==> src/rtl/ones_count_frame_stats_pkg.sv <==
// Shared constants and FSM encoding for the ones-count frame statistics block.
package ones_count_frame_stats_pkg;

    localparam int DEF_DATA_WIDTH  = 4;
    localparam int DEF_COUNT_WIDTH = 3;
    localparam int DEF_FRAME_LEN   = 8;
    localparam int DEF_WCNT_WIDTH  = 3;
    localparam int DEF_TOTAL_WIDTH = 6;
    localparam int DEF_THRESH      = 3;

    typedef enum logic [1:0] {
        ST_IDLE  = 2'd0,
        ST_ACCUM = 2'd1,
        ST_DONE  = 2'd2
    } state_t;

endpackage

==> src/rtl/ones_count_frame_stats_minmax_track.sv <==
// Running max/min tracker; min resets to all-ones so the first sample always wins.
module ones_minmax_track #(
    parameter int COUNT_WIDTH = 3
) (
    input  logic                   clk,
    input  logic                   reset,
    input  logic                   clear,
    input  logic                   update,
    input  logic [COUNT_WIDTH-1:0] sample,
    output logic [COUNT_WIDTH-1:0] max_val,
    output logic [COUNT_WIDTH-1:0] min_val
);

    always_ff @(posedge clk) begin
        if (!reset || clear) begin
            max_val <= '0;
            min_val <= '1;
        end else if (update) begin
            if (sample > max_val) max_val <= sample;
            if (sample < min_val) min_val <= sample;
        end
    end

endmodule

==> src/rtl/ones_count_frame_stats.sv <==
// Collects FRAME_LEN ones-counts per requested frame and holds total/max/min/hit statistics.
module ones_count_frame_stats
    import ones_count_frame_stats_pkg::*;
#(
    parameter int DATA_WIDTH  = DEF_DATA_WIDTH,
    parameter int COUNT_WIDTH = DEF_COUNT_WIDTH,
    parameter int FRAME_LEN   = DEF_FRAME_LEN,
    parameter int WCNT_WIDTH  = DEF_WCNT_WIDTH,
    parameter int TOTAL_WIDTH = DEF_TOTAL_WIDTH,
    parameter int THRESH      = DEF_THRESH
) (
    input  logic                   clk,
    input  logic                   reset,
    input  logic                   start,
    input  logic                   abort,
    input  logic                   count_valid,
    input  logic [COUNT_WIDTH-1:0] bit_count,
    output logic [TOTAL_WIDTH-1:0] total,
    output logic [COUNT_WIDTH-1:0] max_count,
    output logic [COUNT_WIDTH-1:0] min_count,
    output logic [WCNT_WIDTH:0]    hit_cnt,
    output logic [WCNT_WIDTH:0]    word_cnt,
    output logic                   busy,
    output logic                   frame_done,
    output logic                   range_err,
    output state_t                 state_dbg
);

    localparam int WW = WCNT_WIDTH + 1;
    localparam logic [COUNT_WIDTH-1:0] MAX_LEGAL = COUNT_WIDTH'(DATA_WIDTH);
    localparam logic [COUNT_WIDTH-1:0] THRESH_C  = COUNT_WIDTH'(THRESH);
    localparam logic [WW-1:0]          LAST_IDX  = WW'(FRAME_LEN - 1);

    state_t state, state_next;
    logic   clear, present, accept, drop, last_accept;
    logic [COUNT_WIDTH-1:0] min_int;

    // A sample coinciding with abort is neither accepted nor flagged.
    assign clear       = (state == ST_IDLE) && start;
    assign present     = (state == ST_ACCUM) && count_valid && !abort;
    assign accept      = present && (bit_count <= MAX_LEGAL);
    assign drop        = present && (bit_count > MAX_LEGAL);
    assign last_accept = accept && (word_cnt == LAST_IDX);

    always_ff @(posedge clk) begin
        if (!reset) state <= ST_IDLE;
        else        state <= state_next;
    end

    always_comb begin
        state_next = state;
        case (state)
            ST_IDLE:  if (start) state_next = ST_ACCUM;
            ST_ACCUM: begin
                if (abort)            state_next = ST_IDLE;
                else if (last_accept) state_next = ST_DONE;
            end
            ST_DONE:  state_next = ST_IDLE;
            default:  state_next = ST_IDLE;
        endcase
    end

    always_comb begin
        busy       = (state == ST_ACCUM);
        frame_done = (state == ST_DONE);
        state_dbg  = state;
    end

    always_ff @(posedge clk) begin
        if (!reset || clear) begin
            total     <= '0;
            hit_cnt   <= '0;
            word_cnt  <= '0;
            range_err <= 1'b0;
        end else begin
            if (accept) begin
                total    <= total + TOTAL_WIDTH'(bit_count);
                word_cnt <= word_cnt + WW'(1);
                if (bit_count >= THRESH_C) hit_cnt <= hit_cnt + WW'(1);
            end
            if (drop) range_err <= 1'b1;
        end
    end

    ones_minmax_track #(
        .COUNT_WIDTH(COUNT_WIDTH)
    ) u_minmax (
        .clk     (clk),
        .reset   (reset),
        .clear   (clear),
        .update  (accept),
        .sample  (bit_count),
        .max_val (max_count),
        .min_val (min_int)
    );

    // The all-ones seed is internal only; an empty frame reports 0.
    assign min_count = (word_cnt == '0) ? '0 : min_int;

endmodule
==> config.mk <==
export PLATFORM = sky130hd
export DESIGN_NAME = ones_count_frame_stats
export DESIGN_NICKNAME = d
export VERILOG_FILES = /design/src/rtl/ones_count_frame_stats_pkg.sv /design/src/rtl/ones_count_frame_stats_minmax_track.sv /design/src/rtl/ones_count_frame_stats.sv
export SDC_FILE = /design/constraint.sdc
export NUM_CORES = 1
export LEC_CHECK = 0
export BUFFER_PORTS_ARGS = -buffer_cell sky130_fd_sc_hd__buf_2
export CORE_ASPECT_RATIO = 0.9
export CORE_MARGIN = 1
export CORE_UTILIZATION = 30
export CTS_BUF_LIST = sky130_fd_sc_hd__clkbuf_16
export DETAILED_ROUTE_END_ITERATION = 8
export SLEW_MARGIN = 25
export SYNTH_ARGS = -nofsm -noshare
export SYNTH_HDL_FRONTEND = slang
export SYNTH_SLANG_ARGS = --single-unit
==> constraint.sdc <==
create_clock -name clk -period 3 [get_ports clk]
set_clock_uncertainty 0.15 [all_clocks]
set_input_delay 0.15 -clock clk [delete_from_list [all_inputs] [get_ports clk]]
set_output_delay 0.15 -clock clk [all_outputs]
set_load 0.01 [all_outputs]
# After elaboration in Yosys (flattened, before gate mapping)
# Cells that the tools add are included.
[word_totals]
latch_bits = 0
out_inout_bits = 25
ramBits = 0
inputBits = 8
memories = 0
reg_bits = 23
romBits = 0
[classes]
n_eq_ne = 5
n_reduce_logical = 15
addsub = 3
magnitude_cmp = 5
n_div = 0
muxes = 5
n_bitwise = 0
multipliers = 0
n_shift = 0
[ops]
columns = ["op", "count"]
rows = [
  ["4-bit by 1-bit adder with 4-bit output (second input constant)", 2],
  ["2-bit AND reduction", 4],
  ["6-bit by 3-bit adder with 6-bit output", 1],
  ["1-bit logical AND", 6],
  ["2-bit 2-to-1 mux", 3],
  ["4-bit by 3-bit == test with 1-bit output (second input constant)", 1],
  ["4-bit logical NOT", 1],
  ["2-bit case mux with 2 select lines", 1],
  ["3-bit by 2-bit greater-or-equal comparator with 1-bit output (second input constant)", 1],
  ["3-bit > comparator", 1],
  ["3-bit > comparator (second input constant)", 1],
  ["3-bit <= comparator (second input constant)", 1],
  ["3-bit < comparator", 1],
  ["3-bit 2-to-1 mux", 1],
  ["3-bit by 2-bit inequality test with 1-bit output (second input constant)", 1],
  ["2-bit by 1-bit == test with 1-bit output (second input constant)", 1],
  ["2-bit == test (second input constant)", 1],
  ["1-bit logical NOT", 2],
  ["2-bit logical NOT", 1],
  ["2-bit inequality test (second input constant)", 1],
  ["1-bit logical OR", 1],
]

# Logic depth before layout (Yosys ltp)
# Gate-level depths: netlist of the first run.
[depth]
word_depth = 8
mapped_depth = 7
depth_no_buf = 6

# Cells and area by module
# Synthesis of the first run repeated with hierarchy kept, for this count alone.
[hier_totals]
cells_unflattened = 148
area_unflattened_um2 = 1287.5
[modules_own_cells]
columns = ["module", "cells_per_inst", "instances", "area_each_um2", "seq_area_each_um2"]
rows = [
  ["ones_count_frame_stats", 106, 1, 919.6, 340.3],
  ["ones_minmax_track", 42, 1, 367.9, 120.1],
]

# Worst setup path after synthesis of the first run
# No wires, ideal clock.
[synth_path]
path_kind = "register to register"
start = "register u_minmax.max_val[1]"
end = "register u_minmax.max_val[0]"
t_arrival_ns = 1.412
path_buffers = 0
setup_slack_ns = 1.366
path_stages_with_launch = 7
setup_ns = 0.072
required_time_ns = 2.778
cell_sequence = "dfxtp_1 inv_1 ha_1 nor2b_1 o21ai_1 a211oi_2 mux2i_1"
[synth_via]
elab_chain_len = 2
[synth_lines]
columns = ["item", "line_no", "rtl"]
rows = [
  ["start: declaration", "ones_count_frame_stats_minmax_track.sv:10", "output logic [COUNT_WIDTH-1:0] max_val,"],
  ["start signal: assignment", "ones_count_frame_stats_minmax_track.sv:19", "if (sample > max_val) max_val <= sample;"],
  ["3-bit > comparator", "ones_count_frame_stats_minmax_track.sv:19", ""],
  ["2-bit AND reduction (no line)", "-", ""],
]
# No other way between the ends.
# A chain may end at the register's enable or synchronous reset.

# Worst setup path in the final report of the first run
[layout_path]
start = "register state[0], in the netlist state_dbg[0]"
end = "register u_minmax.max_val[2]"
[layout_via]
elab_chain_len = 5
elab_cells_between_ends = 8
cone_classes = "eq/ne: 1; reduce/logical: 7"
[layout_lines]
columns = ["item", "line_no", "rtl"]
rows = [
  ["start: declaration", "ones_count_frame_stats.sv:34", "state_t state, state_next;"],
  ["start signal: assignment", "ones_count_frame_stats.sv:47", "else state <= state_next;"],
  ["2-bit by 1-bit == test with 1-bit output", "ones_count_frame_stats.sv:40", "assign present = (state == ST_ACCUM) && count_valid && !abort;"],
  ["1-bit logical AND (2 in series)", "ones_count_frame_stats.sv:40", ""],
  ["1-bit logical AND", "ones_count_frame_stats.sv:41", "assign accept = present && (bit_count <= MAX_LEGAL);"],
  ["2-bit AND reduction (no line)", "-", ""],
]
# Several ways; a longest one is shown, not always the timed one.

==> results of run 1 <==
[registers in the layout, indices dropped and copies added, names as in the netlist]
register and count:
total 6, hit_cnt 4, word_cnt 4, u_minmax.max_val 3
u_minmax.min_val 3, state_dbg 2, range_err 1
[cells in the mapped netlist (2+ instances only)]
cell type and number:
dfxtp_1 23, o211ai_1 4, nor2_1 17, a21oi_1 7, nor3b_1 2, xnor2_1 3
nand2_1 12, ha_1 11, o21a_1 2, or4_1 3, nand2b_1 2, buf_2 2
mux2i_1 7, inv_1 8, nor3_1 2, xor2_1 4, nand3_1 7, nor2b_1 6
[through the flow]
step            util  cell area, um2  std cells
6_report       0.388            1610        236
5_1_grt        0.388            1610        236
4_1_cts        0.388            1610        236
3_5_place_dp   0.366            1520        231
3_3_place_gp   0.366            1520        231
2_1_floorplan      -            1320        144
[what timing repair did]
item                      in CTS  in global routing
gates resized for setup        0                  0
hold endpoints to repair       1                  0
hold buffers                   1                  0
[path summary, 6_finish.rpt]
path                                       endpoint  slack [ns]
worst max-delay path            u_minmax.max_val[2]        1.09
worst min-delay path                   state_dbg[1]         0.1
worst max register to register  u_minmax.max_val[2]        1.09
worst min register to register            range_err        0.33
[layout make-up]
| class | count | area (um2) |
|---|---|---|
| fillers | 430 | 2540 |
| multi-input cells | 108 | 797 |
| flip-flops and latches | 23 | 460 |
| repair buffers | 33 | 170 |
| clock buffers | 3 | 75.1 |
| well taps | 60 | 75.1 |
| inverters | 8 | 30.0 |
| clock inverters | 1 | 5.00 |
[logic make-up after synthesis]
| group | after synthesis | share of synthesized area |
|---|---|---|
| flip-flops | 23 | 0.349 |
| multiplexers | 7 | 0.0531 |
| XOR/XNOR | 7 | 0.0464 |
| buffers and inverters | 13 | 0.0474 |
| adder cells (fa/ha/maj) | 12 | 0.119 |
| AND/OR/NAND/NOR | 60 | 0.252 |
| AO/OA/AOI/OAI | 22 | 0.133 |
[power by group through the flow]
stage	sequential [mW]	clock (mW)	combinational, mW
2_1_floorplan	0.318	0	0.0415
3_3_place_gp	0.317	0	0.0607
3_5_place_dp	0.317	0	0.0612
4_1_cts	0.310	0.297	0.0625
5_1_grt	0.310	0.311	0.0694
6_report	0.310	0.287	0.0619
[tightest hold or removal path: cells and delay by family]
family / cells / cell delay (ns)
buf+inv: 1 / 0.09
simple gates: 2 / 0.21
[routing by layer]
layer	part of all wire	global-route usage	up-vias
met5	0	0	-
met4	0.0076	0.0368	0
met3	0.057	0.0327	4
met2	0.42	0.193	33
met1	0.51	0.193	498
li1	-	-	567
==> out/qor.txt, run 1 <==
Most used flip-flop cell after synthesis: dfxtp_1
# IOs: 33
Number of enable flip-flop cells after synthesis: 0
Net switching component of the power: 0.149 mW
Number of failing setup endpoints in the final timing report: 0
X dimension of the die: 71.9 um
Floorplan die area: 4670 um2
Synth top area cells: dfxtp_1 35%, ha_1 10%, mux2i_1 5.3%
Reg2reg path depth: 4
Cell area after technology mapping: 1320 um2
Antenna viol nets, final: 0
HPWL after detailed placement: 2.06 mm
Library cell with the largest summed area after synthesis: dfxtp_1
Relative slew slack: 0.504
Post-synthesis to final-layout area growth: 22.2%
Max-slew violation total from the final report: 0
Combinational cell fraction of total power: 0.094
Worst Tran Pin Value: 0.744 ns
Ratio of total power to cell area: 409 nW/um2
Yosys cell types: 40
Most used cells in the layout excluding fill and tap cells: 32 x buf_2, 23 x dfxtp_1, 17 x nor2_1, 12 x nand2_1, 11 x ha_1
Remaining DRCs: 0
Diodes inserted: 0
Seq/Total Area, Yosys: 0.349
Total via count in the routed design: 1102
Synthesis warning total: 0
Max stage delay on crit path: 0.52 ns
Clock network latency to the later pin of the worst-skew pair: 0.25 ns
Leftover overflow at the end of global routing: 0
Overall power: 0.659 mW
Final GP Congestion: 0.754
Sequence of cells on the critical path: and4bb_1 -> nand2_4 -> a211oi_2 -> mux2i_1
Critical path data arrival time: 1.95 ns
Required @ worst endpoint: 3.03 ns
Clock buffer count from CTS: 3
Fmax: 522 MHz
Beginning of the worst register-to-register path: state_dbg[0]
Number of buffer and inverter stages on the critical path: 0
Routed wire length per instance: 11.7 um
Clock period minus worst slack: 1.91 ns
Overall Global Routing Usage: 0.133
Sort of element at the end of the critical path: flop
Pin count of the biggest net entering global routing: 22
Part of the cycle the worst path needs: 0.638
Synthesized instance count: 144
Top delay family on crit path: simple AND/OR/NAND/NOR gates
Fin worst setup slack: 1.09 ns
Leakage: 0.740 nW
Clock-pin slew on the worst setup and hold paths: 0.06 ns
Critical path startpoint: state_dbg[0]
Initial antenna violation count: 0
Critical path launch point type: flop
Via count of the first global-routing pass: 995
Number of storage elements in the synthesis netlist: 23
Largest fanout on the critical path: 10
Clock share of power: 0.435
Path class of the lowest-slack min-delay path: in2reg
Number of max-capacitance violations reported: 0
Net total in the final layout: 197
Worst ir drop on vdd: 0.249 mV
Total count of hold-check failures in the final report: 0
Int Pwr: 0.510 mW
Floorplan row count: 22
Aggregate routed wire length: 2.76 mm
Root buffer selected by CTS: clkbuf_16
Post-synthesis average cell area: 9.17 um2
Setup slack after placement: 1.09 ns
Hold Worst Slack: 0.0978 ns
Most common cell after layout, fill and taps aside: buf_2
Initial Utilization: 0.318
Die height: 64.9 um
Iter 0 DRT Violations: 59
Sink count of the clock tree: 23
Per-cell via count in the routed design: 4.67
Post-synth top area share: 0.349
Total nets after synthesis: 164
Share of post-route cells with drive strength above 1: 0.250
Port Buffers: 32
Outcome: completed
Placeable core region: 4160 um2
Worst Path Class, Setup: reg2reg
Master of the slowest instance on the critical path: and4bb_1
Max Root-Sink Buffers: 2
Number of stages on the worst setup path: 4
Reg power frac: 0.471
Global-route wire length before repair: 4.74 mm
Launch instance of the worst min-delay path: abort
Drt pass-1 iters: 4
Unrepaired setup endpoints after global routing: false
Net switching fraction of the power: 0.226
Async set or reset register ratio after synthesis: 0
WHS Path Cells: 3
CTS HTree Levels: 1
Clock tree from TritonCTS: done
Post-CTS Setup Repair Bufs: 0
Setup tns final: 0 ns
No activity file was read; power rests on OpenSTA's default activity.
==> run 2, diff against run 1 <==
ABC_AREA = 1   (was default)
clock period = 1.82 ns   (was 3 ns; I/O delays follow)
==> out/qor.txt, run 2 <==
Outcome: completed
Most common cell after layout, fill and taps aside: nand2_1
Post-CTS Setup Repair Bufs: 0 (unchanged)
Library cell with the largest summed area after synthesis: dfxtp_1
Leftover overflow at the end of global routing: 0 (unchanged)
Synth top area cells: dfxtp_1 34%, nand2_1 10%, ha_1 10%
Reg2Reg Setup Slack: 0.23 ns (-0.86 ns)
Max-slew violation total from the final report: 0 (unchanged)
Unrepaired setup endpoints after global routing: false
Post-synthesis to final-layout area growth: 23.2%
Iter 0 DRT Violations: 55 (-6.8%)
Diodes inserted: 0 (unchanged)
Max FFs per register: 6 (unchanged)
Relative slew slack: 0.785 (+0.281)
Final GP Congestion: 0.760 (+0.78%)
Post-cts repair resize count: 0 (unchanged)
Leakage: 0.853 nW (+15%)
Part of the cycle the worst path needs: 0.874 (+0.235)
Initial Utilization: 0.323 (+0.00565)
Synthesis warning total: 0 (unchanged)
Routed wire length per instance: 9.87 um (-15%)
Net switching fraction of the power: 0.231 (+0.00437)
Fmax: 629 MHz (+20%)
Post-synthesis average cell area: 7.44 um2 (-19%)
Sort of element at the end of the critical path: flop
Floorplan die area: 4810 um2 (+3.0%)
Path class of the lowest-slack min-delay path: in2reg
Clock tree from TritonCTS: done
Number of buffers added to fix hold violations after cts: 2 (+1)
Top post-synthesis cells by count: 37 x nand2_1, 23 x dfxtp_1, 23 x nor2_1, 22 x inv_1, 17 x nand3_1
Yosys cell types: 28 (-30%)
# IOs: 33 (unchanged)
Antenna viol nets, final: 0 (unchanged)
Largest fanout on the critical path: 3 (-7)
Util after Layout: 0.398 (+0.0101)
Cell area after technology mapping: 1360 um2 (+3.1%)
Die height: 65.9 um (+1.5%)
Finished layout cell area: 1680 um2 (+4.0%)
Sink count of the clock tree: 23 (unchanged)
Placeable core region: 4210 um2 (+1.3%)
Worst Tran Pin Value: 0.322 ns (-0.422 ns)
Ratio of total power to cell area: 656 nW/um2 (+61%)
Via count of the first global-routing pass: 1095 (+10%)
Biggest register: total
Int Pwr: 0.846 mW (+66%)
Floorplan row count: 22 (unchanged)
Clock network latency to the later pin of the worst-skew pair: 0.25 ns (about the same)
Fin cells: 280 (+19%)
Post-synth top area share: 0.338 (-0.0106)
Total via count in the routed design: 1204 (+9.3%)
Total count of hold-check failures in the final report: 0 (unchanged)
Combinational cell fraction of total power: 0.110 (+0.016)
Clock buffer count from CTS: 3 (unchanged)
DP Area: 1580 um2 (+3.6%)
Setup tns final: 0 ns (unchanged)
Net total in the final layout: 241 (+22%)
Clock-pin slew on the worst setup and hold paths: 0.06 ns (about the same)
Clock share of power: 0.424 (-0.011)
Number of storage elements in the synthesis netlist: 23 (unchanged)
Critical path data arrival time: 1.58 ns (-0.37 ns)
CTS HTree Levels: 1 (unchanged)
Number of max-capacitance violations reported: 0 (unchanged)
Most frequent cell after synthesis: nand2_1
Critical path launch point type: flop
Instance count after placement with tap cells included: 274 (+19%)
Number of enable flip-flop cells after synthesis: 0 (unchanged)
Overall Global Routing Usage: 0.128 (-0.00487)
Reg power frac: 0.466 (-0.005)
Global-route wire length before repair: 4.73 mm (-0.30%)
Pin count of the biggest net entering global routing: 18 (-18%)
Worst ir drop on vdd: 0.379 mV (+52%)
Number of filler cells placed in the layout: 460 (+7.0%)
X dimension of the die: 73.0 um (+1.5%)
Most used cells in the layout excluding fill and tap cells: 37 x nand2_1, 32 x buf_2, 23 x inv_1, 23 x nor2_1, 23 x dfxtp_1
Share of post-route cells with drive strength above 1: 0.245 (-0.00455)
Clock period minus worst slack: 1.59 ns (-0.325 ns)
Most used flip-flop cell after synthesis: dfxtp_1
Worst Path Class, Setup: reg2reg
Root buffer selected by CTS: clkbuf_16
Required @ worst endpoint: 1.81 ns (-1.22 ns)
Seq/Total Area, Yosys: 0.338 (-0.0106)
Per-cell via count in the routed design: 4.30 (-7.9%)
HPWL after detailed placement: 2.15 mm (+4.2%)
Initial antenna violation count: 0 (unchanged)
Synthesized instance count: 183 (+27%)
Drt pass-1 iters: 4 (unchanged)
Aggregate routed wire length: 2.76 mm (+0.33%)
Max Root-Sink Buffers: 2 (unchanged)
Net switching component of the power: 0.254 mW (+70%)
Top Registers: total: 6 flops, hit_cnt: 4 flops, word_cnt: 4 flops
Port Buffers: 32 (unchanged)
Total nets after synthesis: 203 (+24%)
Remaining DRCs: 0 (unchanged)
Number of failing setup endpoints in the final timing report: 0 (unchanged)
Async set or reset register ratio after synthesis: 0 (unchanged)
run 2: cell count changes after synthesis, moves of 6 or more:
cell and change:
inv_1 +14, o21ai_0 +7, nor2b_1 -6, nor2_1 +6, nand3_1 +10, nand2_1 +25
mux2i_1 -7
run 2: logic make-up (layout without fill, tap and decap cells):
| logic type | Yosys count | after routing | synth area share |
|---|---|---|---|
| compound gates | 25 | 25 | 0.107 |
| xor+xnor | 4 | 4 | 0.0257 |
| fa+ha+maj | 12 | 12 | 0.116 |
| buf+inv | 30 | 67 | 0.103 |
| flops | 23 | 23 | 0.338 |
| simple gates | 89 | 89 | 0.311 |
run 2: area by class of cell:
class                           count  area [um2]  share of cell area
Clock buffer                        3        75.1              0.0448
Clock inverter                      1        3.75             0.00224
Inverter                           27         106              0.0634
Multi-Input combinational cell    130         761               0.454
Sequential cell                    23         460               0.275
Tap cell                           60        75.1              0.0448
Timing Repair Buffer               36         195               0.116
run 2: critical path: stages (launching register included):
cell     delay (ns)
dfxtp_1        0.32
ha_1           0.21
fa_1           0.40
nand2_1        0.08
a21oi_1        0.07
xor2_1         0.14
nand2_1        0.06
a21oi_1        0.05
run 2: power groups by stage:
stage	clock network (mW)	logic, mW	registers, mW
detailed placement	0	0.119	0.524
finish	0.466	0.121	0.513
global route	0.504	0.137	0.513
global placement	0	0.118	0.524
floorplan	0	0.0794	0.526
CTS	0.483	0.123	0.513
run 2: metrics by stage:
stage          setup slack (ns)  total power [mW]  hold WS [ns]
2_1_floorplan             0.245             0.605        0.0733
3_3_place_gp              0.250             0.642         0.207
3_5_place_dp              0.233             0.643         0.204
4_1_cts                   0.223              1.12        0.0103
5_1_grt                   0.103              1.15        0.0501
6_report                  0.230              1.10       0.00601
run 2: path summary, 6_finish.rpt:
path                             from                   to  cells after the start
setup / recovery             total[0]             total[4]                      7
hold / removal           bit_count[0]  u_minmax.min_val[0]                      3
setup reg to reg             total[0]             total[4]                      7
hold reg to reg   u_minmax.min_val[0]  u_minmax.min_val[0]                      2
run 2: per-layer routing:
| metal | vias up | GRT usage | routed length, um |
|---|---|---|---|
| met3 | 4 | 0.0381 | 128 |
| met4 | 0 | 0.0221 | 15 |
| met2 | 31 | 0.216 | 1200 |
| met1 | 507 | 0.161 | 1420 |
| li1 | 662 | - | - |
| met5 | - | 0 | 0 |
